===== src/rtl/seg_display_driver.sv =====
// Serial 7-segment chain driver: hex or decimal (double-dabble) digits, sign, Err and dp,
// shifted MSB-display-first into 74HC595-style registers with a divided shift clock and latch.
module seg_display_driver #(
  parameter int DATA_WIDTH            = 16,
  parameter int NUM_DISPLAYS          = 5,
  parameter int SR_CLK_DIV            = 1,
  parameter bit SEG_ACTIVE_LOW        = 1'b0,
  parameter bit OE_BLANK_DURING_SHIFT = 1'b1
) (
  input  logic                    clk,
  input  logic                    rst_n,
  input  logic [DATA_WIDTH-1:0]   i_data,
  input  logic                    i_data_is_neg,
  input  logic                    i_error,
  input  logic                    i_decimal,
  input  logic [NUM_DISPLAYS-1:0] i_dp_mask,
  input  logic                    i_valid,
  output logic                    o_ready,
  output logic                    o_sr_data,
  output logic                    o_sr_clk,
  output logic                    o_sr_latch,
  output logic                    o_sr_oe_n
);
  localparam int NBCD  = (DATA_WIDTH * 30103) / 100000 + 1;
  localparam int NHEX  = DATA_WIDTH / 4;
  localparam int NMAX0 = (NBCD > NHEX) ? NBCD : NHEX;
  localparam int NDIG  = (NMAX0 > NUM_DISPLAYS) ? NMAX0 : NUM_DISPLAYS;
  localparam int NBITS = NUM_DISPLAYS * 8;
  localparam int DIVW  = $clog2(SR_CLK_DIV + 1);
  localparam int BITW  = $clog2(NBITS);
  localparam int CNTW  = $clog2(DATA_WIDTH + 1);
  localparam logic [DIVW-1:0] DIV_LAST = DIVW'(SR_CLK_DIV - 1);
  localparam logic [BITW-1:0] BIT_LAST = BITW'(NBITS - 1);
  localparam logic [CNTW-1:0] CNT_LAST = CNTW'(DATA_WIDTH - 1);

  typedef enum logic [1:0] {S_IDLE, S_CONVERT, S_SHIFT, S_LATCH} state_t;

  function automatic logic [6:0] seg7(input logic [3:0] d);
    case (d)
      4'h0: seg7 = 7'b1111110;  4'h1: seg7 = 7'b0110000;
      4'h2: seg7 = 7'b1101101;  4'h3: seg7 = 7'b1111001;
      4'h4: seg7 = 7'b0110011;  4'h5: seg7 = 7'b1011011;
      4'h6: seg7 = 7'b1011111;  4'h7: seg7 = 7'b1110000;
      4'h8: seg7 = 7'b1111111;  4'h9: seg7 = 7'b1111011;
      4'hA: seg7 = 7'b1110111;  4'hB: seg7 = 7'b0011111;
      4'hC: seg7 = 7'b1001110;  4'hD: seg7 = 7'b0111101;
      4'hE: seg7 = 7'b1001111;  default: seg7 = 7'b1000111;
    endcase
  endfunction

  // Whole chain image, display NUM_DISPLAYS-1 in the top byte, a..g,dp from bit 7 down.
  function automatic logic [NBITS-1:0] frame_f(input logic [NDIG*4-1:0] dig, input logic neg,
                                               input logic err, input logic [NUM_DISPLAYS-1:0] mask);
    logic [NBITS-1:0] f;
    logic [7:0]       b;
    logic             bad;
    int               h;
    h = 0; bad = err; f = '0;
    for (int k = 0; k < NDIG; k++)
      if (dig[k*4 +: 4] != 4'd0) begin
        h = k;
        if (k >= NUM_DISPLAYS) bad = 1'b1;
      end
    if (neg && h == NUM_DISPLAYS - 1) bad = 1'b1;
    for (int i = 0; i < NUM_DISPLAYS; i++) begin
      b = 8'h00;
      if (bad) begin
        if (i == 2)     b = {7'b1001111, 1'b0};
        else if (i < 2) b = {7'b0000101, 1'b0};
      end else begin
        if (i <= h)                b[7:1] = seg7(dig[i*4 +: 4]);
        else if (neg && i == h + 1) b[7:1] = 7'b0000001;
        b[0] = mask[i];
      end
      f[i*8 +: 8] = b ^ {8{SEG_ACTIVE_LOW}};
    end
    return f;
  endfunction

  state_t                  r_state, w_state_nxt;
  logic [DATA_WIDTH-1:0]   r_bin;
  logic [NBCD*4-1:0]       r_bcd, w_bcd_adj, w_bcd_nxt;
  logic                    r_neg;
  logic [NUM_DISPLAYS-1:0] r_mask;
  logic [CNTW-1:0]         r_cnt;
  logic [DIVW-1:0]         r_div;
  logic [BITW-1:0]         r_bit;
  logic [NBITS-1:0]        r_frame, w_nframe;
  logic [NDIG*4-1:0]       w_src_dig;
  logic                    r_ready, r_sr_data, r_sr_clk, r_sr_latch, r_sr_oe_n;
  logic                    w_div_end;

  assign o_ready    = r_ready;
  assign o_sr_data  = r_sr_data;
  assign o_sr_clk   = r_sr_clk;
  assign o_sr_latch = r_sr_latch;
  assign o_sr_oe_n  = r_sr_oe_n;
  assign w_div_end  = (r_div == DIV_LAST);

  always_comb begin
    w_bcd_adj = r_bcd;
    for (int k = 0; k < NBCD; k++)
      if (r_bcd[k*4 +: 4] >= 4'd5) w_bcd_adj[k*4 +: 4] = r_bcd[k*4 +: 4] + 4'd3;
    w_bcd_nxt = {w_bcd_adj[NBCD*4-2:0], r_bin[DATA_WIDTH-1]};
  end

  // The frame is built from next-cycle sources so the first bit is on o_sr_data at SHIFT entry.
  always_comb begin
    w_src_dig = '0;
    if (r_state == S_CONVERT) begin
      w_src_dig[NBCD*4-1:0] = w_bcd_nxt;
      w_nframe = frame_f(w_src_dig, r_neg, 1'b0, r_mask);
    end else begin
      w_src_dig[DATA_WIDTH-1:0] = i_data;
      w_nframe = frame_f(w_src_dig, i_data_is_neg, i_error, i_dp_mask);
    end
  end

  always_comb begin
    w_state_nxt = r_state;
    case (r_state)
      S_IDLE:    if (i_valid) w_state_nxt = (i_decimal && !i_error) ? S_CONVERT : S_SHIFT;
      S_CONVERT: if (r_cnt == CNT_LAST) w_state_nxt = S_SHIFT;
      S_SHIFT:   if (w_div_end && r_sr_clk && r_bit == BIT_LAST) w_state_nxt = S_LATCH;
      default:   if (w_div_end) w_state_nxt = S_IDLE;
    endcase
  end

  always_ff @(posedge clk) begin
    if (!rst_n) begin
      r_state    <= S_SHIFT;
      r_bin      <= '0;
      r_bcd      <= '0;
      r_neg      <= 1'b0;
      r_mask     <= '0;
      r_cnt      <= '0;
      r_div      <= '0;
      r_bit      <= '0;
      r_frame    <= frame_f('0, 1'b0, 1'b0, '0);
      r_ready    <= 1'b0;
      r_sr_data  <= 1'b0;
      r_sr_clk   <= 1'b0;
      r_sr_latch <= 1'b0;
      r_sr_oe_n  <= OE_BLANK_DURING_SHIFT;
    end else begin
      r_state    <= w_state_nxt;
      r_ready    <= (w_state_nxt == S_IDLE);
      r_sr_latch <= (w_state_nxt == S_LATCH);
      r_sr_oe_n  <= OE_BLANK_DURING_SHIFT && (w_state_nxt != S_IDLE);
      if ((r_state == S_IDLE || r_state == S_CONVERT) && w_state_nxt == S_SHIFT) begin
        r_frame   <= w_nframe;
        r_sr_data <= w_nframe[NBITS-1];
        r_bit     <= '0;
        r_div     <= '0;
        r_sr_clk  <= 1'b0;
      end
      case (r_state)
        S_IDLE: if (i_valid) begin
          r_bin  <= i_data;
          r_bcd  <= '0;
          r_neg  <= i_data_is_neg;
          r_mask <= i_dp_mask;
          r_cnt  <= '0;
        end
        S_CONVERT: begin
          r_bcd <= w_bcd_nxt;
          r_bin <= {r_bin[DATA_WIDTH-2:0], 1'b0};
          r_cnt <= r_cnt + 1'b1;
        end
        S_SHIFT: begin
          // Data is (re)driven only while the shift clock is low; it advances at high->low.
          if (!r_sr_clk) r_sr_data <= r_frame[NBITS-1];
          if (w_div_end) begin
            r_div    <= '0;
            r_sr_clk <= ~r_sr_clk;
            if (r_sr_clk && r_bit != BIT_LAST) begin
              r_bit     <= r_bit + 1'b1;
              r_frame   <= {r_frame[NBITS-2:0], 1'b0};
              r_sr_data <= r_frame[NBITS-2];
            end
          end else begin
            r_div <= r_div + 1'b1;
          end
        end
        default: r_div <= w_div_end ? '0 : r_div + 1'b1;
      endcase
    end
  end
endmodule


===== config.mk =====
export PLATFORM = sky130hd
export DESIGN_NAME = seg_display_driver
export DESIGN_NICKNAME = d
export VERILOG_FILES = /design/src/rtl/seg_display_driver.sv
export SDC_FILE = /design/constraint.sdc
export NUM_CORES = 1
export LEC_CHECK = 0
export BUFFER_PORTS_ARGS = -buffer_cell sky130_fd_sc_hd__buf_4
export CORE_ASPECT_RATIO = 1.4
export CORE_MARGIN = 2
export CORE_UTILIZATION = 55
export CTS_BUF_LIST = sky130_fd_sc_hd__clkbuf_4
export DETAILED_ROUTE_END_ITERATION = 8
export PLACE_DENSITY = 0.69
export REMOVE_ABC_BUFFERS = 1
export SLEW_MARGIN = 20
export SYNTH_ARGS = -nofsm -noshare
export SYNTH_HDL_FRONTEND = slang
export SYNTH_SLANG_ARGS = --single-unit

===== constraint.sdc =====
create_clock -name clk -period 8.52 [get_ports clk]
set_input_delay 0.852 -clock clk [delete_from_list [all_inputs] [get_ports clk]]
set_output_delay 0.852 -clock clk [all_outputs]
set_load 0.005 [all_outputs]

==> reports/metrics.cfg <==
[clocking]
clockBufferDepth = 2
clock-sinks = 100
root_buffer = clkbuf_4
post_cts_resized = 0
clkSlewWorstSetupHoldPaths_ns = 0.16
cts_made_buffers = 9
htree_levels = 3
cts_setup_buffers = 0
cts_hold_buf = 0
cts_tree = done
clock_latency_ns = 0.48

[finish]
fin_area_um2 = 7990
fin_nets = 1049
drive_above_1_share_pct = 9.91
area_growth_pct = 5.28
fin_cells = 1152

[detailed_routing]
vias_per_cell = 6.32
wl_per_cell_um = 17.6
drtIter0Drc = 404
drcViolationCount = 0
route.vias.total = 7276
first_pass_iters = 7
totalWireLength_mm = 20.3
postRouteAntennaNets = 0

[setup_path]
crit_path_start_kind = flop
critPathMaxStageDelay_ns = 0.51
cp_max_fo = 22
cp-end-kind = flop
crit_type = reg2reg
cp_slowest_cell = dfxtp_1
cp.arrival_ns = 3.52
cp_data_required_time_ns = 8.88
cp_cell_sequence = inv_1, ha_1, nand2b_1, a21oi_1, xnor2_1, inv_1, ha_1, o31ai_4, a21oi_2, buf_4, a221o_1, o211ai_1, a21oi_1

[pwr]
comb_power_share_pct = 13.2
p_leak_uw = 0.00301
sw_frac_of_total_pct = 28.8
p_int_uw = 615
power_frac_seq_pct = 56.8
vdd_drop_max_v = 0.0000553
p_clk_share_pct = 30.0
p_per_area_nw_per_um2 = 108
p_sw_uw = 248

[floorplanning]
num_rows = 50
core_um2 = 13500
fp.dieW_um = 103
io_pins = 32
dieArea_um2 = 14800
dieHeight_um = 143
initial_utilization_pct = 56.4

[sta]
tns_ns = 0
rsz0062_at_grt = false
setup_viol = 0
drv_slew = 0
fin_skew_ns = 0.0159
hold_viol = 0
period_needed_ns = 3.15
slew-limit-headroom_pct = 24.7
tightest_slew_ns = 1.13
fin_ws_ns = 5.37
hold_ws_ns = 0.470
min_period_over_period_pct = 37.0
fmax_ghz = 0.317

[placed_design]
post-place-ws_ns = 5.40
placed_cell_area_um2 = 7850
dpl.cell_count = 1135
hpwl_mm = 14.2
placement.io_buffers = 31
gp_congestion = 0.906

[synth]
synth_cell_types = 83
synth_seq_cells = 100
ys_warn_count = 0
ys_seq_area_share_pct = 26.4
synth_area_per_cell_um2 = 7.76
async_reset_ff_share_pct = 0
synth_edf_count = 0
synth_flop_cell = dfxtp_1
syn_inst = 978
synthesis.area_um2 = 7580

[status]
outcome = complete, no violations

[grt]
grt_first_pass_wirelength_mm = 33.0
grt_pass1_vias = 6811
globalRouteOverflowTotal = 0
antenna_found_initial = 1
grt_usage_pct = 28.1
grt_max_degree = 54

[worst_hold_path]
hp-class = reg2reg

[flow_run]
maxCapViolCount = 0

## layout by cell type (no fill, tap or decap), types with 5 or more instances in the layout
cell type / count
nand4_1: 5
o221a_2: 5
o21a_1: 6
dfxtp_1: 100
clkbuf_4: 9
inv_1: 47
nor3_1: 23
nor2_1: 81
buf_4: 41
a31oi_1: 18
mux2_2: 8
nor2b_1: 11
o22ai_1: 17
a211o_1: 7
mux2i_1: 27
ha_1: 58
a211oi_1: 15
nand3_1: 16
o211ai_1: 17
xnor2_1: 7
o221ai_1: 15
a22oi_1: 25
o21ai_0: 65
and3_1: 10
nand2b_1: 23
a311oi_1: 14
o21ai_1: 6
o21bai_1: 5
nand2_1: 100
a21oi_1: 80
## flip-flops by register name, indices dropped and copies added, names as in the netlist
register and flops:
r_mask 5, r_neg 1, o_sr_latch 1, o_sr_data 1, r_bcd 20, r_bin 16, r_frame 40, o_sr_clk 1
r_state 2, o_ready 1, r_bit 6, o_sr_oe_n 1, r_cnt 5
## cell usage after synthesis (all sizes together), types with 4 or more instances
library cell,count,area share (%)
a211o,7,0.81
a211oi,18,2.1
a21boi,4,0.40
a21o,4,0.40
a21oi,81,5.4
a221o,4,0.53
a221oi,4,0.46
a22oi,25,2.5
a2bb2oi,4,0.46
a311oi,14,1.6
a31oi,18,1.5
and3,10,0.82
buf,34,2.2
clkbuf,32,1.6
dfxtp,100,26
ha,58,9.6
inv,48,2.4
mux2,8,1.2
mux2i,27,3.6
nand2,101,5.0
nand2b,23,1.9
nand3,17,1.3
nand4,5,0.41
nor2,83,4.1
nor2b,12,0.99
nor3,24,1.7
nor3b,4,0.46
o211ai,17,1.7
o21a,6,0.59
o21ai,76,5.3
o21bai,5,0.49
o221a,5,0.74
o221ai,16,1.9
o22ai,17,1.4
o31a,4,0.48
o31ai,5,0.68
or2,6,0.49
xnor2,7,0.81
## layout make-up
| class | count | area [um2] |
|---|---|---|
| Tap cell | 182 | 228 |
| Sequential cell | 100 | 2000 |
| Antenna cell | 1 | 2.50 |
| Clock buffer | 9 | 67.6 |
| Timing Repair Buffer | 41 | 308 |
| Inverter | 48 | 180 |
| Multi-Input combinational cell | 764 | 5130 |
| Clock inverter | 7 | 67.6 |
| Fill cell | 1321 | 5470 |
## final timing paths
check                  from     endpoint  slack, ns  cells after the start
setup / recovery  r_bcd[17]  r_frame[24]       5.37                     13
hold / removal    r_mask[0]    r_mask[0]       0.47                      2
setup reg to reg  r_bcd[17]  r_frame[24]       5.37                     13
hold reg to reg   r_mask[0]    r_mask[0]       0.47                      2
## power groups by stage
stage	clock [uW]	sequential [uW]	combinational, uW
finish	259	491	114
global route	283	492	127
CTS	265	490	113
detailed placement	0	500	112
global placement	0	500	111
floorplan	0	498	67.5
## per-stage QoR
stage / power (uW) / utilization [%]
after floorplan: 565 / -
after global placement: 611 / 58.3
after detailed placement: 612 / 58.3
after CTS: 868 / 59.3
after global routing: 902 / 59.4
final: 863 / 59.4
## metal layers
layer  vias up  routed length, um  part of all wire [%]  track usage [%]
li1       3595                  -                     -                -
met1      3471               8790                    43             34.9
met2       175              10200                    50             49.5
met3        35                852                   4.2             2.99
met4         0                462                   2.3             10.0
met5         -                  0                     0                0
## cell families after synthesis
family                   synth area share, %
multiplexers                            5.34
flip-flops                              26.4
buffers and inverters                   6.19
AND/OR/NAND/NOR                         19.0
adder cells (fa/ha/maj)                 9.57
AO/OA/AOI/OAI                           32.6
XOR/XNOR                               0.924
## critical path, delay by kind of cell, from the launching register on
kind / cells / cell delay, ns
buffers and inverters: 3 / 0.49
AND/OR/NAND/NOR: 1 / 0.15
flip-flops: 1 / 0.51
AO/OA/AOI/OAI: 6 / 0.85
XOR/XNOR: 1 / 0.42
adder cells (fa/ha/maj): 2 / 0.62
No activity file was read; power rests on OpenSTA's default activity.
